### src/rtl/axi_burst_master.sv
// axi_burst_master: one AXI4 INCR burst per command, whole-line read or write.
// Ports: clk/rst, cmd_* request, rsp_* completion, AXI4 master AW/W/B/AR/R.
module axi_burst_master #(
  parameter int DATA_WIDTH = 32,
  parameter int ADDR_WIDTH = 32,
  parameter int ID_WIDTH   = 4,
  parameter int AXI_ID     = 0,
  parameter int BURST_LEN  = 8,
  parameter int STRB_WIDTH = DATA_WIDTH / 8,
  parameter int LINE_WIDTH = DATA_WIDTH * BURST_LEN
) (
  input  logic                  clk,
  input  logic                  rst,
  input  logic                  cmd_valid,
  output logic                  cmd_ready,
  input  logic                  cmd_write,
  input  logic [ADDR_WIDTH-1:0] cmd_addr,
  input  logic [LINE_WIDTH-1:0] cmd_wdata,
  output logic                  rsp_valid,
  input  logic                  rsp_ready,
  output logic [LINE_WIDTH-1:0] rsp_rdata,
  output logic                  rsp_error,
  output logic [ID_WIDTH-1:0]   awid,
  output logic [ADDR_WIDTH-1:0] awaddr,
  output logic [7:0]            awlen,
  output logic [2:0]            awsize,
  output logic [1:0]            awburst,
  output logic                  awlock,
  output logic [3:0]            awcache,
  output logic [2:0]            awprot,
  output logic                  awvalid,
  input  logic                  awready,
  output logic [DATA_WIDTH-1:0] wdata,
  output logic [STRB_WIDTH-1:0] wstrb,
  output logic                  wlast,
  output logic                  wvalid,
  input  logic                  wready,
  input  logic [ID_WIDTH-1:0]   bid,
  input  logic [1:0]            bresp,
  input  logic                  bvalid,
  output logic                  bready,
  output logic [ID_WIDTH-1:0]   arid,
  output logic [ADDR_WIDTH-1:0] araddr,
  output logic [7:0]            arlen,
  output logic [2:0]            arsize,
  output logic [1:0]            arburst,
  output logic                  arlock,
  output logic [3:0]            arcache,
  output logic [2:0]            arprot,
  output logic                  arvalid,
  input  logic                  arready,
  input  logic [ID_WIDTH-1:0]   rid,
  input  logic [DATA_WIDTH-1:0] rdata,
  input  logic [1:0]            rresp,
  input  logic                  rlast,
  input  logic                  rvalid,
  output logic                  rready
);

  localparam int OFF = $clog2(STRB_WIDTH * BURST_LEN);
  localparam int CW  = $clog2(BURST_LEN + 1);
  localparam logic [ADDR_WIDTH-1:0] OFF_MASK =
    ADDR_WIDTH'((64'd1 << OFF) - 64'd1);
  localparam logic [CW-1:0] LAST = CW'(BURST_LEN - 1);
  localparam logic [CW-1:0] FULL = CW'(BURST_LEN);

  typedef enum logic [2:0] {
    IDLE, RD_ADDR, RD_DATA, WR, WR_RESP, RSP
  } state_t;

  state_t state_q, state_d;
  logic [CW-1:0] beat_q, beat_d;
  logic aw_done_q, aw_done_d;
  logic w_done_q, w_done_d;
  logic awvalid_q, awvalid_d;
  logic wvalid_q, wvalid_d;
  logic arvalid_q, arvalid_d;
  logic rready_q, rready_d;
  logic bready_q, bready_d;
  logic rsp_valid_q, rsp_valid_d;
  logic rsp_error_q, rsp_error_d;
  logic [ADDR_WIDTH-1:0] addr_q, addr_d;
  logic [LINE_WIDTH-1:0] wline_q, wline_d;
  logic [LINE_WIDTH-1:0] rdata_q, rdata_d;
  logic [DATA_WIDTH-1:0] wdata_mux;
  logic aw_hs, w_hs, w_fin;
  logic unused_ids;

  assign unused_ids = ^{bid, rid};

  assign awid    = ID_WIDTH'(AXI_ID);
  assign arid    = ID_WIDTH'(AXI_ID);
  assign awlen   = 8'(BURST_LEN - 1);
  assign arlen   = 8'(BURST_LEN - 1);
  assign awsize  = 3'($clog2(STRB_WIDTH));
  assign arsize  = 3'($clog2(STRB_WIDTH));
  assign awburst = 2'b01;
  assign arburst = 2'b01;
  assign awlock  = 1'b0;
  assign arlock  = 1'b0;
  assign awcache = 4'b0011;
  assign arcache = 4'b0011;
  assign awprot  = 3'b000;
  assign arprot  = 3'b000;
  assign wstrb   = '1;
  assign awaddr  = addr_q;
  assign araddr  = addr_q;

  assign awvalid   = awvalid_q;
  assign wvalid    = wvalid_q;
  assign arvalid   = arvalid_q;
  assign rready    = rready_q;
  assign bready    = bready_q;
  assign rsp_valid = rsp_valid_q;
  assign rsp_error = rsp_error_q;
  assign rsp_rdata = rdata_q;
  assign cmd_ready = (state_q == IDLE);
  assign wdata     = wdata_mux;
  assign wlast     = wvalid_q && (beat_q == LAST);

  always_comb begin
    wdata_mux = '0;
    for (int k = 0; k < BURST_LEN; k++) begin
      if (beat_q == CW'(k))
        wdata_mux = wline_q[k*DATA_WIDTH +: DATA_WIDTH];
    end
  end

  always_comb begin
    state_d     = state_q;
    beat_d      = beat_q;
    aw_done_d   = aw_done_q;
    w_done_d    = w_done_q;
    awvalid_d   = awvalid_q;
    wvalid_d    = wvalid_q;
    arvalid_d   = arvalid_q;
    rready_d    = rready_q;
    bready_d    = bready_q;
    rsp_valid_d = rsp_valid_q;
    rsp_error_d = rsp_error_q;
    addr_d      = addr_q;
    wline_d     = wline_q;
    rdata_d     = rdata_q;
    aw_hs       = awvalid_q && awready;
    w_hs        = wvalid_q && wready;
    w_fin       = w_hs && (beat_q == LAST);
    unique case (state_q)
      IDLE: begin
        if (cmd_valid) begin
          addr_d      = cmd_addr & ~OFF_MASK;
          beat_d      = '0;
          rsp_error_d = 1'b0;
          if (cmd_write) begin
            wline_d   = cmd_wdata;
            aw_done_d = 1'b0;
            w_done_d  = 1'b0;
            awvalid_d = 1'b1;
            wvalid_d  = 1'b1;
            state_d   = WR;
          end else begin
            arvalid_d = 1'b1;
            state_d   = RD_ADDR;
          end
        end
      end
      RD_ADDR: begin
        if (arready) begin
          arvalid_d = 1'b0;
          rready_d  = 1'b1;
          state_d   = RD_DATA;
        end
      end
      RD_DATA: begin
        if (rvalid) begin
          // Counter saturates at FULL; extra beats are dropped.
          if (beat_q == FULL) begin
            rsp_error_d = 1'b1;
          end else begin
            for (int k = 0; k < BURST_LEN; k++) begin
              if (beat_q == CW'(k))
                rdata_d[k*DATA_WIDTH +: DATA_WIDTH] = rdata;
            end
            beat_d = beat_q + CW'(1);
          end
          if (rresp != 2'b00)
            rsp_error_d = 1'b1;
          if (rlast) begin
            if (beat_q != LAST)
              rsp_error_d = 1'b1;
            rready_d    = 1'b0;
            rsp_valid_d = 1'b1;
            state_d     = RSP;
          end
        end
      end
      WR: begin
        if (aw_hs) begin
          awvalid_d = 1'b0;
          aw_done_d = 1'b1;
        end
        if (w_hs) begin
          if (beat_q == LAST) begin
            wvalid_d = 1'b0;
            w_done_d = 1'b1;
          end else begin
            beat_d = beat_q + CW'(1);
          end
        end
        if ((aw_done_q || aw_hs) && (w_done_q || w_fin)) begin
          bready_d = 1'b1;
          state_d  = WR_RESP;
        end
      end
      WR_RESP: begin
        if (bvalid) begin
          bready_d    = 1'b0;
          rsp_valid_d = 1'b1;
          rsp_error_d = (bresp != 2'b00);
          state_d     = RSP;
        end
      end
      RSP: begin
        if (rsp_ready) begin
          rsp_valid_d = 1'b0;
          rsp_error_d = 1'b0;
          state_d     = IDLE;
        end
      end
      default: state_d = IDLE;
    endcase
  end

  always_ff @(posedge clk) begin
    if (rst) begin
      state_q     <= IDLE;
      beat_q      <= '0;
      aw_done_q   <= 1'b0;
      w_done_q    <= 1'b0;
      awvalid_q   <= 1'b0;
      wvalid_q    <= 1'b0;
      arvalid_q   <= 1'b0;
      rready_q    <= 1'b0;
      bready_q    <= 1'b0;
      rsp_valid_q <= 1'b0;
      rsp_error_q <= 1'b0;
    end else begin
      state_q     <= state_d;
      beat_q      <= beat_d;
      aw_done_q   <= aw_done_d;
      w_done_q    <= w_done_d;
      awvalid_q   <= awvalid_d;
      wvalid_q    <= wvalid_d;
      arvalid_q   <= arvalid_d;
      rready_q    <= rready_d;
      bready_q    <= bready_d;
      rsp_valid_q <= rsp_valid_d;
      rsp_error_q <= rsp_error_d;
    end
  end

  always_ff @(posedge clk) begin
    addr_q  <= addr_d;
    wline_q <= wline_d;
    rdata_q <= rdata_d;
  end

endmodule
### config.mk
export PLATFORM = sky130hd
export DESIGN_NAME = axi_burst_master
export DESIGN_NICKNAME = d
export VERILOG_FILES = /design/src/rtl/axi_burst_master.sv
export SDC_FILE = /design/constraint.sdc
export NUM_CORES = 1
export LEC_CHECK = 0
export BUFFER_PORTS_ARGS = -buffer_cell sky130_fd_sc_hd__buf_2
export CELL_PAD_IN_SITES_DETAIL_PLACEMENT = 1
export CELL_PAD_IN_SITES_GLOBAL_PLACEMENT = 1
export CORE_AREA = 2 2 291 293
export DETAILED_ROUTE_END_ITERATION = 12
export DIE_AREA = 0 0 293 295
export PLACE_DENSITY_LB_ADDON = 0.15
export SKIP_LAST_GASP = 1
export SYNTH_ARGS = -nofsm -noshare
export SYNTH_HDL_FRONTEND = slang
export SYNTH_SLANG_ARGS = --single-unit
### constraint.sdc
create_clock -name clk -period 25.4 [get_ports clk]
set_clock_uncertainty 0.2 [all_clocks]
set_input_delay 1.27 -clock clk [delete_from_list [all_inputs] [get_ports clk]]
set_output_delay 1.27 -clock clk [all_outputs]
set_load 0.01 [all_outputs]
Word level (Yosys, flattened, before mapping). Index checks and enable logic that the tools add are counted. Widths: inputs -> output; s select.

Equal/unequal tests: 28. Reduce and logical (&&, ||, !) cells: 37. Multiplexer cells: 61. Bitwise logic cells: 1. Add/sub/neg operators: 1.

Operator list (number): $mux 32 (8); $reduce_and 4->1 (11); $mux 1 (29); $ne 2x2->1 const B (13); $mux 3 (7); $mux 4 (5); $pmux 3 s6 (1); $eq 4x3->1 const B (4); $reduce_and 5->1 (3); $pmux 1 s2 (7); $pmux 4 s3 (1); $reduce_bool 2->1 (6); $eq 4x2->1 const B (2); $reduce_and 7->1 (1); $eq 3x2->1 const B (2); $eq 3x3->1 const B (2); $reduce_and 3->1 (2); $reduce_and 6->1 (1); $reduce_bool 3->1 (2); $logic_and 1x1->1 (5); $add 4x1->4 const B (1); $eq 4x1->1 const B (1); $eq 4x4->1 const B (1); $logic_not 4->1 (1); other kinds (11) (12).

Output and inout bits: 415. Word-level logic and storage cells: 149. Flip-flop bits (word level): 555.

Logic depth before layout (Yosys ltp).
Word-level depth: 9. Gate-level depth with buffers: 10. Depth with buffers taken out: 7.

Worst setup path before layout. No wires, ideal clock.

Path type: in2reg. Start: input cmd_valid. End: register wline_q[0], enable pin. Stages: 3. Arrival: 8.232 ns. Buffers on the path: 0. Setup slack: 16.360 ns. Cells stage by stage: nor4b_2 nand2_1 inv_1.

Word-level cells in the longest chain between the ends: 1.

RTL lines: start, declared (RTL line 14) `input logic cmd_valid,`; $reduce_and 3->1 (no line); end signal, assigned (RTL line 263) `wline_q <= wline_d;`; end, declared (RTL line 83) `logic [LINE_WIDTH-1:0] wline_q, wline_d;`.

No other way between the ends. A chain may end at the register's enable or synchronous reset.

Final worst setup path.
Start: register beat_q[0]. End: output wdata[13].

Word-level cells in the longest chain between the ends: 9. Elaborated cells between the ends (all ways): 16. Those cells by class: eq/ne (7); mux (8); reduce/logical (1).

RTL lines: start, declared (RTL line 72) `logic [CW-1:0] beat_q, beat_d;`; start signal, assigned (RTL line 248) `beat_q <= beat_d;`; $logic_not 4->1 (RTL line 124) `if (beat_q == CW'(k))`; $mux 32 (7 in series) (RTL line 124); $mux 32 * (RTL line 124); end, declared (RTL line 33) `output logic [DATA_WIDTH-1:0] wdata,`.

Mark *: on every way between the ends. The rest lies on a longest branch, timed or not.

==> summary.txt <==
Outcome
  – Outcome: completed

Critical path
  – Source of the critical timing path: beat_q[0]$_SDFFE_PP0P_
  – Critical path start-end classification: flop to primary output
  – Startpoint type of the worst setup path: flop
  – Reg-to-reg startpoint: beat_q[0]$_SDFFE_PP0P_
  – Crit path DAT: 4.00 ns
  – Worst Path Required: 23.93 ns
  – Kind of end point of the critical path: primary output
  – Largest driver fanout on the critical path: 61

Timing
  – Hold WS: 0.2757 ns
  – Final-layout setup total negative slack: 0 ns
  – Maximum clock frequency: 182.9 MHz
  – Transition at the pin with the smallest max-transition slack: about 1.2 ns
  – Count of pins over their slew limit: 0
  – Setup repair after global routing missed its margin: no
  – Min Clock Period, post-route: 5.468 ns
  – Final hold violations: 0
  – Final Cycle Share: between 20% and 30%
  – Relative slew margins: 19.88%
  – Number of setup violations in the final report: 0
  – Setup slack after layout: 19.93 ns

Yosys
  – Share of the yosys chip area belonging to registers: between 70% and 80%
  – Adder and majority gate portion of the synthesized area: less than 1%
  – Share of the synthesized area in compound gates (AO/OA/AOI/OAI): 10.19%
  – Flip-flop and latch count after synthesis: 555
  – Synthesized-area fraction occupied by and/or/nand/nor cells: 4.629%
  – Netlist area before placement: 20890 µm²
  – Number of distinct library cells after synthesis: 55
  – Synth warn: 0
  – Multiplexer fraction of the synthesized cell area: less than 1%
  – Post-synthesis share of cell area spent on xor and xnor gates: 0.1258%
  – Count of mapped cells out of synthesis: 1305
  – Per-instance average area after synthesis: 16.01 µm²
  – Combinational family with the most area after synthesis: compound AO/OA/AOI/OAI gates
  – Most common flop cell mapped by yosys: sky130_fd_sc_hd__edfxtp_1
  – Async set-reset flop share out of synthesis: 0%
  – Number of flops mapped to enable cells by yosys: 539

Power
  – Power after layout: ~2.4 mW
  – Portion of total power attributed to sequential cells: a little under half
  – Switching share of power: a little over a quarter
  – Logic pwr share: 15.0%
  – Worst supply voltage drop on vdd: 0.04999 mV
  – Pint: 1.774 mW
  – Clock share of power: 37.8%
  – Cell leakage power: roughly 10 nW
  – Net Switching: ~0.66 mW
  – Power Dens Cells: 89.51 nW/µm²

Global route
  – Overall Global Routing Usage: 17.93%
  – Remaining Overflow, GRT: 0
  – Via count of the first global-routing pass: 14370
  – First-pass GRT wire length: 110.5 mm
  – Initial antenna violation count: 38
  – Pin count of the biggest net entering global routing: 108

Routing
  – Drt first-iter violations: 714
  – Post-detailed-route DRC marker count: 0
  – Number of routed nets with antenna violations: 0
  – First drt pass iteration count: 5
  – Detail-routed net length per standard cell: approximately 26 µm
  – Via count: 13670
  – Final wirelength: 80.07 mm
  – Vias per inst: between 4 and 5

Hold path
  – Worst hold path type: flop to flop
  – Critical hold path startpoint: aw_done_q$_SDFFE_PP0P_

Clock network
  – Maximum buffer depth of the clock tree: 3
  – Buffer cell driving the clock tree root: sky130_fd_sc_hd__clkbuf_16
  – Post-CTS clock slew at the launch and capture registers of the worst setup and hold paths: around 0.060 ns
  – Clock tree from TritonCTS: yes
  – H-tree depth: 3
  – Insertion delay of the later-clocked pin in the worst-skew pair: 0.60 ns
  – CTS buffer count: 66
  – Setup Buffers After CTS: 0
  – Number of hold-repair buffers added at the cts stage: 0
  – Number of clock sinks: 555
  – Count of instances resized after the clock tree is built: 0

Placement
  – Worst-case setup slack after placement: about 20 ns
  – Routability congestion estimate from global placement: about 0.8
  – Port Buf Inserts: 680
  – Number of cells in the design after placement: 2986
  – Cell Area, Placed: 25120 µm²
  – Placed wire-length estimate after detailed placement: 55.92 mm

Final layout
  – Final std cell area, no fill: approximately 27000 µm²
  – Non-filler instance count after layout: 3123
  – Area growth from synthesis to final layout: 30.43%
  – Total of fill cells in the finished design: 8964
  – Nets: between 2000 and 2500
  – Fraction of final layout cells sized beyond drive strength 1: 41.39%
  – Final core utilization: 32.77%

Floorplan
  – Die outline area: between 80000 and 90000 µm²
  – Die extent in x: between 200 and 300 µm
  – Die height: 295 µm
  – Initial cell density of the core: about 25%
  – Core area: between 80000 and 90000 µm²
  – Row Count: 106
  – Count of boundary I/O pins: 758

Flow run
  – Max-cap violation count: 0
-- cells in the mapped netlist, drive strengths merged, types with 5 or more instances --
cell / count / area (µm²)
nor2b: 30 / 187.7
inv: 36 / 135.1
clkbuf: 36 / 135.1
a21o: 29 / 217.7
nand3b: 6 / 45.04
dfxtp: 16 / 320.3
a211oi: 30 / 237.7
buf: 127 / 882.1
and3: 7 / 43.79
nand3: 5 / 25.02
o21ai: 96 / 480.5
nand2: 77 / 289.0
nor2: 47 / 176.4
a2bb2oi: 28 / 245.2
a21oi: 135 / 750.7
nand2b: 6 / 37.54
edfxtp: 539 / 16190
-- cell families (layout without fill, tap and decap cells) --
family	after synthesis	count (layout)
DFF	555	555
adders and majority gates	4	4
xor gates and xnor gates	3	3
AOI/OAI and AO/OA	339	339
muxes	5	5
other	2	80
buffers and inverters	199	859
and+or+nand+nor	198	198
-- cell usage in the layout, fill, tap and decap left out, drive strengths merged, types with 28 or more instances in the layout --
cell | Yosys | final
nor2 | 47 | 47
a21o | 29 | 29
buf | 127 | 702
conb | 2 | 64
a21oi | 135 | 135
edfxtp | 539 | 539
a211oi | 30 | 30
clkbuf | 36 | 84
o21ai | 96 | 96
a2bb2oi | 28 | 28
clkinv | 0 | 28
nand2 | 77 | 77
inv | 36 | 39
nor2b | 30 | 30
-- state kept, by name, indices dropped and copies added (netlist names), 3 cells and up --
register and count:
rsp_rdata 256, wline_q 256, araddr 27, beat_q 4, state_q 3
-- final timing paths --
check                             end  slack (ns)  depth (start not counted)
max                         wdata[13]       19.93                          7
min            aw_done_q$_SDFFE_PP0P_        0.28                          1
max reg2reg  rsp_rdata[199]$_DFFE_PP_       21.31                          6
min reg2reg    aw_done_q$_SDFFE_PP0P_        0.28                          1
-- power by group through the flow --
stage / registers, mW / clock network [mW] / logic [mW]
finish: 1.15 / 0.921 / 0.366
global route: 1.16 / 0.989 / 0.404
CTS: 1.15 / 0.950 / 0.378
detailed placement: 1.17 / 0 / 0.377
global placement: 1.17 / 0 / 0.374
floorplan: 1.18 / 0 / 0.215
-- worst max-delay path, stage by stage, from the launching register on --
cell	delay (ns)
sky130_fd_sc_hd__dfxtp_1	0.37
sky130_fd_sc_hd__inv_1	0.18
sky130_fd_sc_hd__ha_4	0.54
sky130_fd_sc_hd__buf_4	0.73
sky130_fd_sc_hd__nand2_2	0.79
sky130_fd_sc_hd__o21ai_0	0.46
sky130_fd_sc_hd__o21ai_1	0.11
sky130_fd_sc_hd__buf_2	0.16
-- area by class of cell --
cell class              count  area (µm²)  share of cell area, %
flip-flops and latches    555       16510                  60.57
repair buffers            702        3568                  13.09
multi-input cells         613        3553                  13.04
clock buffers              84        1762                  6.465
well taps                1080        1351                  4.959
clock inverters            37       326.6                  1.198
inverters                  36       142.6                 0.5234
diodes                     16       40.04                 0.1469
-- metal layers --
metal | vias up | share of wire (%) | global-route usage (%)
met2 | 524 | 51 | 31.97
met5 | - | 0.30 | 0
met3 | 128 | 8.0 | 5.879
li1 | 6111 | - | -
met4 | 36 | 2.2 | 5.141
met1 | 6867 | 38 | 20.44
No activity file was read; power rests on OpenSTA's default activity.
